<file path="src/rtl/reg_fifo_hs_if.sv">
// Handshake bundle for reg_fifo_hs: write side, read side, flush and occupancy status.
// slave is the FIFO's view, master is the view of the unit driving it.
interface reg_fifo_hs_if #(
   parameter int DATA_WIDTH = 32,
   parameter int FIFO_DEPTH = 4
);
   localparam int CNT_WIDTH = $clog2(FIFO_DEPTH + 1);

   logic                  i_flush;
   logic                  i_valid;
   logic                  o_ready;
   logic [DATA_WIDTH-1:0] i_data;
   logic                  o_valid;
   logic                  i_ready;
   logic [DATA_WIDTH-1:0] o_data;
   logic [CNT_WIDTH-1:0]  o_count;
   logic                  o_full;
   logic                  o_afull;
   logic                  o_empty;

   modport slave (
      input  i_flush, i_valid, i_data, i_ready,
      output o_ready, o_valid, o_data, o_count, o_full, o_afull, o_empty
   );

   modport master (
      output i_flush, i_valid, i_data, i_ready,
      input  o_ready, o_valid, o_data, o_count, o_full, o_afull, o_empty
   );
endinterface

</file>
<file path="src/rtl/reg_fifo_hs.sv">
// Register-based synchronous FIFO with valid/ready on both sides, flush and occupancy flags.
// Define REG_FIFO_BYPASS_EN for a zero-latency path from input to output while empty.
module reg_fifo_hs #(
   parameter int DATA_WIDTH  = 32,
   parameter int FIFO_DEPTH  = 4,
   parameter int AFULL_LEVEL = 3
) (
   input logic           i_clk,
   input logic           i_rst,
   reg_fifo_hs_if.slave  bus
);
   localparam int PTR_WIDTH = (FIFO_DEPTH > 1) ? $clog2(FIFO_DEPTH) : 1;
   localparam int CNT_WIDTH = $clog2(FIFO_DEPTH + 1);

   logic [DATA_WIDTH-1:0] mem_rd [FIFO_DEPTH];
   logic [PTR_WIDTH-1:0]  wr_ptr_reg, wr_ptr_next;
   logic [PTR_WIDTH-1:0]  rd_ptr_reg, rd_ptr_next;
   logic [CNT_WIDTH-1:0]  count_reg, count_next;
   logic                  full, empty, ready, valid, push, pop, wr_en;
   logic [DATA_WIDTH-1:0] head;

   assign full  = (count_reg == CNT_WIDTH'(FIFO_DEPTH));
   assign empty = (count_reg == '0);
   assign ready = ~full & ~i_rst;

`ifdef REG_FIFO_BYPASS_EN
   logic bypass;
   // While empty the incoming word is presented directly; if taken, both pointers step together.
   assign bypass = empty & ~bus.i_flush & ~i_rst;
   assign valid  = bypass ? bus.i_valid : (~empty & ~i_rst);
   assign head   = bypass ? bus.i_data  : mem_rd[rd_ptr_reg];
`else
   assign valid  = ~empty & ~i_rst;
   assign head   = mem_rd[rd_ptr_reg];
`endif

   assign push  = bus.i_valid & ready;
   assign pop   = valid & bus.i_ready;
   assign wr_en = push & ~bus.i_flush;

   generate
      for (genvar gi = 0; gi < FIFO_DEPTH; gi++) begin : g_entry
         logic [DATA_WIDTH-1:0] entry_reg;
         always_ff @(posedge i_clk) begin
            if (wr_en && (wr_ptr_reg == PTR_WIDTH'(gi))) begin
               entry_reg <= bus.i_data;
            end
         end
         assign mem_rd[gi] = entry_reg;
      end
   endgenerate

   always_comb begin
      wr_ptr_next = wr_ptr_reg;
      rd_ptr_next = rd_ptr_reg;
      count_next  = count_reg;
      if (bus.i_flush) begin
         wr_ptr_next = '0;
         rd_ptr_next = '0;
         count_next  = '0;
      end else begin
         if (push) begin
            wr_ptr_next = (wr_ptr_reg == PTR_WIDTH'(FIFO_DEPTH - 1)) ? '0 : wr_ptr_reg + PTR_WIDTH'(1);
         end
         if (pop) begin
            rd_ptr_next = (rd_ptr_reg == PTR_WIDTH'(FIFO_DEPTH - 1)) ? '0 : rd_ptr_reg + PTR_WIDTH'(1);
         end
         if (push && !pop) begin
            count_next = count_reg + CNT_WIDTH'(1);
         end else if (pop && !push) begin
            count_next = count_reg - CNT_WIDTH'(1);
         end
      end
   end

   always_ff @(posedge i_clk) begin
      if (i_rst) begin
         wr_ptr_reg <= '0;
         rd_ptr_reg <= '0;
         count_reg  <= '0;
      end else begin
         wr_ptr_reg <= wr_ptr_next;
         rd_ptr_reg <= rd_ptr_next;
         count_reg  <= count_next;
      end
   end

   assign bus.o_ready = ready;
   assign bus.o_valid = valid;
   assign bus.o_data  = valid ? head : '0;
   assign bus.o_count = count_reg;
   assign bus.o_full  = full;
   assign bus.o_afull = (count_reg >= CNT_WIDTH'(AFULL_LEVEL));
   assign bus.o_empty = empty;
endmodule

</file>
<file path="src/flat_wrapper.sv">
// flat-port wrapper written by rule: the top's interface ports become plain ports
module reg_fifo_hs_flat 
#(
   parameter int DATA_WIDTH  = 32,
   parameter int FIFO_DEPTH  = 4,
   parameter int AFULL_LEVEL = 3
)
  (i_clk, i_rst, bus_i_flush, bus_i_valid, bus_i_data, bus_i_ready, bus_o_ready, bus_o_valid, bus_o_data, bus_o_count, bus_o_full, bus_o_afull, bus_o_empty);
  reg_fifo_hs_if #(.DATA_WIDTH(DATA_WIDTH), .FIFO_DEPTH(FIFO_DEPTH)) bus_i ();
  input logic i_clk;
  input logic i_rst;
  input wire logic [$bits(bus_i.i_flush)-1:0] bus_i_flush;
  input wire logic [$bits(bus_i.i_valid)-1:0] bus_i_valid;
  input wire logic [$bits(bus_i.i_data)-1:0] bus_i_data;
  input wire logic [$bits(bus_i.i_ready)-1:0] bus_i_ready;
  output wire logic [$bits(bus_i.o_ready)-1:0] bus_o_ready;
  output wire logic [$bits(bus_i.o_valid)-1:0] bus_o_valid;
  output wire logic [$bits(bus_i.o_data)-1:0] bus_o_data;
  output wire logic [$bits(bus_i.o_count)-1:0] bus_o_count;
  output wire logic [$bits(bus_i.o_full)-1:0] bus_o_full;
  output wire logic [$bits(bus_i.o_afull)-1:0] bus_o_afull;
  output wire logic [$bits(bus_i.o_empty)-1:0] bus_o_empty;
  assign bus_i.i_flush = bus_i_flush;
  assign bus_i.i_valid = bus_i_valid;
  assign bus_i.i_data = bus_i_data;
  assign bus_i.i_ready = bus_i_ready;
  assign bus_o_ready = bus_i.o_ready;
  assign bus_o_valid = bus_i.o_valid;
  assign bus_o_data = bus_i.o_data;
  assign bus_o_count = bus_i.o_count;
  assign bus_o_full = bus_i.o_full;
  assign bus_o_afull = bus_i.o_afull;
  assign bus_o_empty = bus_i.o_empty;
  reg_fifo_hs #(.DATA_WIDTH(DATA_WIDTH), .FIFO_DEPTH(FIFO_DEPTH), .AFULL_LEVEL(AFULL_LEVEL)) u_core (.i_clk(i_clk), .i_rst(i_rst), .bus(bus_i));
endmodule
</file>
<file path="config.mk">
export PLATFORM = sky130hd
export DESIGN_NAME = reg_fifo_hs_flat
export DESIGN_NICKNAME = d
export VERILOG_FILES = /design/src/rtl/reg_fifo_hs_if.sv /design/src/rtl/reg_fifo_hs.sv /design/src/flat_wrapper.sv
export SDC_FILE = /design/constraint.sdc
export NUM_CORES = 1
export LEC_CHECK = 0
export BUFFER_PORTS_ARGS = -buffer_cell sky130_fd_sc_hd__buf_2
export CAP_MARGIN = 10
export CORE_MARGIN = 1.5
export CORE_UTILIZATION = 50
export CTS_BUF_LIST = sky130_fd_sc_hd__clkbuf_16
export DETAILED_ROUTE_END_ITERATION = 8
export PLACE_DENSITY_LB_ADDON = 0.25
export SLEW_MARGIN = 20
export SYNTH_ARGS = -nofsm -noshare
export SYNTH_HDL_FRONTEND = slang
export SYNTH_SLANG_ARGS = --single-unit
</file>
<file path="constraint.sdc">
create_clock -name i_clk -period 3.4 [get_ports i_clk]
set_clock_uncertainty 0.15 [all_clocks]
set_input_delay 0.68 -clock i_clk [delete_from_list [all_inputs] [get_ports i_clk]]
set_output_delay 0.68 -clock i_clk [all_outputs]
set_load 0.005 [all_outputs]
</file>
======== After elaboration in Yosys (flattened, before gate mapping) ========
Index checks and enable logic that the tools add are counted.
word-level totals
  RAM bits ................................ 0
  memory bits (read-only) ................. 0
  bits of input ports ..................... 37
  flip-flop bits (word level) ............. 135
  output and inout port bits .............. 40
  memories kept ........................... 0
  bits in latches ......................... 0
  logic and storage cells ................. 48
cells by class
  $add $sub $neg .......................... 4
  shift operators ......................... 0
  equal/unequal tests ..................... 5
  div/mod/pow operators ................... 0
  magnitude comparators ................... 2
  multiply operators ...................... 0
  mux-type cells .......................... 8
  bitwise logic cells ..................... 10
  reduce and logical (&&, ||, !) cells .... 12
operators by type and width
  cell                 count
  $mux 32              3
  $bmux 32 s2          1
  $eq 2x2->1 const B   3
  $logic_and 1x1->1    6
  $mux 3               2
  $and 1x1->1          5
  $add 2x1->2 const B  2
  $mux 2               2
  $not 1->1            4
  $add 3x1->3 const B  1
  $eq 3x3->1 const B   1
  $ge 3x2->1 const B   1
  $ge 3x3->1 const B   1
  $logic_not 3->1      1
  $not 2->3            1
  $sub 3x1->3 const B  1
  $eq 2x1->1 const B   1
  $logic_not 1->1      2
  $logic_not 2->1      1
  $reduce_bool 2->1    1
  $reduce_or 2->1      1

======== Longest topological paths before layout ========
  depth in word-level cells ............... 8
  depth in mapped cells ................... 10
  mapped depth without buffers ............ 9

======== Worst setup path after synthesis ========
Ideal clock, no wire load.
  path kind ............................... input-to-reg
  start ................................... in i_rst
  end ..................................... reg u_core.g_entry[0].entry_reg[0] (enable)
  slack ................................... 0.303 ns
  stages on the path ...................... 3
  data required time ...................... 2.834 ns
  setup time .............................. 0.416 ns
  buffers on the path ..................... 1
  arrival ................................. 2.531 ns
  cell sequence ........................... or3b_1 > buf_6 > nor3b_2
between the ends
  word-level cells in the longest chain between the ends .. 5
ends and longest elaborated chain
  what                    line                text
  start: declaration      flat_wrapper.sv:11  input logic i_rst;
  $not 1->1               reg_fifo_hs.sv:24   assign ready = ~full & ~i_rst;
  $and 1x1->1             reg_fifo_hs.sv:24
  $and 1x1->1             reg_fifo_hs.sv:37   assign push = bus.i_valid & ready;
  $and 1x1->1             reg_fifo_hs.sv:39   assign wr_en = push & ~bus.i_flush;
  $logic_and 1x1->1       reg_fifo_hs.sv:45   if (wr_en && (wr_ptr_reg == PTR_WIDTH'(gi))) begin
  end signal: assignment  reg_fifo_hs.sv:46   entry_reg <= bus.i_data;
  end: declaration        reg_fifo_hs.sv:43   logic [DATA_WIDTH-1:0] entry_reg;
No other way between the ends.
A chain may end at the register's enable or synchronous reset.

======== Worst setup path after layout ========
  start ................................... reg u_core.rd_ptr_reg[1]
  end ..................................... out bus_o_data[10]
between the ends
  word-level cells in the longest chain between the ends .. 5
ends and longest elaborated chain
  what                                         line                text
  start: declaration                           reg_fifo_hs.sv:17   logic [PTR_WIDTH-1:0] rd_ptr_reg, rd_ptr_next;
  start signal: assignment                     reg_fifo_hs.sv:83   rd_ptr_reg <= rd_ptr_next;
  $not 2->3 (not written as such)              reg_fifo_hs.sv:34   assign head = mem_rd[rd_ptr_reg];
  $bmux 32 s2                                  reg_fifo_hs.sv:34
  $mux 32 (not written as such) (2 in series)  reg_fifo_hs.sv:34
  $mux 32                                      reg_fifo_hs.sv:90   assign bus.o_data = valid ? head : '0;
  end: declaration                             flat_wrapper.sv:18  output wire logic [$bits(bus_i.o_data)-1:0] bus_o_data;
No other way between the ends. The select of a mux whose other input is x is not followed.

==> flow_results.xml <==
<?xml version="1.0" encoding="UTF-8"?>
<metrics>
  <group name="run_status">
    <metric name="run_status" unit="">complete, no violations</metric>
  </group>
  <group name="clocking">
    <metric name="post_cts.resized_instances" unit="">0</metric>
    <metric name="ctsHtreeMaxLevel" unit="">4</metric>
    <metric name="cts-buffers-inserted" unit="">17</metric>
    <metric name="holdBufCountCts" unit="">0</metric>
    <metric name="cts_tree" unit="">yes</metric>
    <metric name="clk_transition_reported_paths" unit="ps">60</metric>
    <metric name="cts.path.max_buffers" unit="">2</metric>
    <metric name="cts_root_buffer" unit="">clkbuf_16</metric>
    <metric name="insertion_delay" unit="ps">400</metric>
    <metric name="postCtsSetupRepairBufs" unit="">0</metric>
    <metric name="cts.sink_count" unit="">135</metric>
  </group>
  <group name="timing">
    <metric name="timing.slew.headroom" unit="%">64.1</metric>
    <metric name="timing.final.hold_violations" unit="">0</metric>
    <metric name="slew_viol_final" unit="">0</metric>
    <metric name="final.setup.tns" unit="ps">0</metric>
    <metric name="final.min_clock_period" unit="ps">2770</metric>
    <metric name="tightestPinTransition" unit="ps">536</metric>
    <metric name="rsz0062_at_grt" unit="">false</metric>
    <metric name="fmax" unit="MHz">361</metric>
    <metric name="setup_viol_count_final" unit="">0</metric>
    <metric name="finalCritPeriodShare" unit="%">81.5</metric>
  </group>
  <group name="hold_path">
    <metric name="worst_hold_path_type" unit="">input port to flip-flop</metric>
  </group>
  <group name="power_and_ir_drop">
    <metric name="p_leak" unit="µW">0.00239</metric>
    <metric name="vdd_ir_drop_max" unit="µV">384</metric>
    <metric name="finalPower" unit="µW">3750</metric>
    <metric name="power_density" unit="nW/µm²">572</metric>
  </group>
  <group name="worst_setup_path">
    <metric name="startpoint_type" unit="">flip-flop</metric>
    <metric name="setup.worst_path.end_class" unit="">output pin</metric>
    <metric name="worstPathMaxFanout" unit="">16</metric>
    <metric name="criticalPathCategory" unit="">flip-flop to output pin</metric>
    <metric name="worst_ep_required_time" unit="ps">2570</metric>
    <metric name="cp.arrival" unit="ps">1940</metric>
  </group>
  <group name="placed_design">
    <metric name="dpl-instance-area" unit="µm²">5970</metric>
    <metric name="dp_hpwl" unit="mm">5.87</metric>
    <metric name="rd_place_congestion" unit="">0.748</metric>
    <metric name="numPortBuffers" unit="">76</metric>
  </group>
  <group name="synthesis">
    <metric name="yosys-top-cells-area" unit="">edfxtp_1, mux4_2, and2_1</metric>
    <metric name="seq_area_frac_synth" unit="%">74.3</metric>
    <metric name="postSynthRegisterBits" unit="">135</metric>
    <metric name="synth_flop_cell" unit="">edfxtp_1</metric>
    <metric name="synth_largest_type_area_fraction" unit="%">71.6</metric>
    <metric name="synth.avg_cell_area" unit="µm²">20.8</metric>
    <metric name="syn_area" unit="µm²">5370</metric>
    <metric name="synthTopCellsByCount" unit="">edfxtp_1, and2_1, mux4_2</metric>
    <metric name="total_nets_after_synthesis" unit="">302</metric>
    <metric name="yosys_warnings" unit="">0</metric>
    <metric name="synth.most_common_cell" unit="">edfxtp_1</metric>
    <metric name="post_synth_inst_count" unit="">258</metric>
    <metric name="synth-edff-count" unit="">128</metric>
    <metric name="share_of_flip_flops_with_an_asynchronous_set_or_reset" unit="%">0</metric>
    <metric name="yosysUniqueCellTypes" unit="">23</metric>
    <metric name="netlist.top_cell.by_area" unit="">edfxtp_1</metric>
  </group>
  <group name="die">
    <metric name="die_width" unit="µm">107</metric>
    <metric name="die_outline_area" unit="µm²">11400</metric>
    <metric name="design.portCount" unit="">77</metric>
    <metric name="rows" unit="">37</metric>
    <metric name="initial_core_util" unit="%">51.7</metric>
    <metric name="placeableCoreArea" unit="µm²">10400</metric>
    <metric name="die_h" unit="µm">107</metric>
  </group>
  <group name="global_routing">
    <metric name="overflow" unit="">0</metric>
    <metric name="antenna_found_initial" unit="">0</metric>
    <metric name="first_global_vias" unit="">2736</metric>
    <metric name="grt_start_max_net_pins" unit="">36</metric>
    <metric name="global_route_wire_length_before_repair" unit="mm">14.8</metric>
    <metric name="groute.usage.overall" unit="%">18.2</metric>
  </group>
  <group name="final_layout">
    <metric name="fillers" unit="">751</metric>
    <metric name="largest_register_ff_count" unit="">128</metric>
    <metric name="post-route-cell-area" unit="µm²">6550</metric>
    <metric name="num-nets-final" unit="">397</metric>
    <metric name="num_antenna_cells" unit="">0</metric>
    <metric name="area_delta_synth_final" unit="%">22.0</metric>
    <metric name="post_route_cells_drive_above_1_share" unit="%">43.7</metric>
    <metric name="finalCoreUtilization" unit="%">63.1</metric>
  </group>
  <group name="detailed_routing">
    <metric name="drt-vias-per-instance" unit="">5.30</metric>
    <metric name="ant_nets" unit="">0</metric>
    <metric name="first_iteration_detailed_routing_drc_count" unit="">140</metric>
    <metric name="route.vias.total" unit="">2660</metric>
    <metric name="drt_drc_violations_left" unit="">0</metric>
    <metric name="drt-total-wl" unit="mm">9.46</metric>
    <metric name="drt_pre_antenna_iters" unit="">4</metric>
    <metric name="routedWlPerCell" unit="µm">18.8</metric>
  </group>
  <group name="run">
    <metric name="timing.max_cap.violations" unit="">0</metric>
  </group>
</metrics>
==> cell type report <==
class / instances / area (µm²) / share of cell area, %
sequential: 135 / 3990 / 60.9
multi-input combinational: 105 / 1300 / 19.9
timing repair buffer: 90 / 498 / 7.61
clock buffer: 17 / 425 / 6.50
tap: 136 / 170 / 2.60
clock inverter: 15 / 153 / 2.33
inverter: 4 / 15.0 / 0.229
==> report_power, final <==
group | total [µW] | internal, µW | switching, µW
registers | 1850 | 1840 | 7.53
logic | 152 | 72.1 | 79.7
clock network | 1750 | 1080 | 670
==> through the flow <==
step | setup slack [ps] | std cells | hold slack [ps]
floorplan | 303 | 258 | 321
global placement | 558 | 470 | 335
detailed placement | 488 | 470 | 369
CTS | 597 | 502 | 323
global route | 536 | 502 | 324
finish | 628 | 502 | 338
==> layout by cell type (no fill, tap or decap), types with 3 or more instances in the layout <==
cell / instances
buf_2: 76
ha_1: 6
clkinvlp_4: 3
clkbuf_16: 17
and2_1: 32
dfxtp_1: 5
mux4_1: 3
edfxtp_1: 128
inv_1: 6
nor3b_4: 4
buf_4: 13
mux4_2: 29
inv_6: 4
nand2_1: 8
mux2i_1: 5
nor2_1: 4
==> kinds of logic after synthesis <==
group / count (synthesis) / share of synthesized area [%]
AOI/OAI and AO/OA: 3 / 0.396
xor gates and xnor gates: 2 / 0.327
adders and majority gates: 7 / 1.77
buffers and inverters: 18 / 2.03
DFF: 135 / 74.3
muxes: 37 / 14.6
and+or+nand+nor: 56 / 6.65
==> final timing paths <==
path	endpoint	start	slack (ps)	depth (start not counted)
worst max-delay path	bus_o_data[10]	u_core.rd_ptr_reg[1]	630	4
worst min-delay path	u_core.g_entry[2].entry_reg[21]	bus_i_data[21]	340	1
worst max register to register	u_core.bus.o_count[2]	u_core.bus.o_count[0]	740	9
worst min register to register	u_core.wr_ptr_reg[1]	u_core.wr_ptr_reg[1]	370	2
==> metal layers <==
metal	vias to the layer above	track usage, %	wire [µm]
li1	1214	-	-
met3	4	4.68	445
met5	-	0	0
met4	0	6.57	42
met1	1364	25.0	4270
met2	78	28.4	4700
==> critical path, cell delays in order, from the launching register on <==
cell and delay [ps]:
dfxtp_2 600, buf_4 300, mux4_2 300, and2_1 190
buf_2 140
Note: power is estimated with default switching activity, not from simulation.
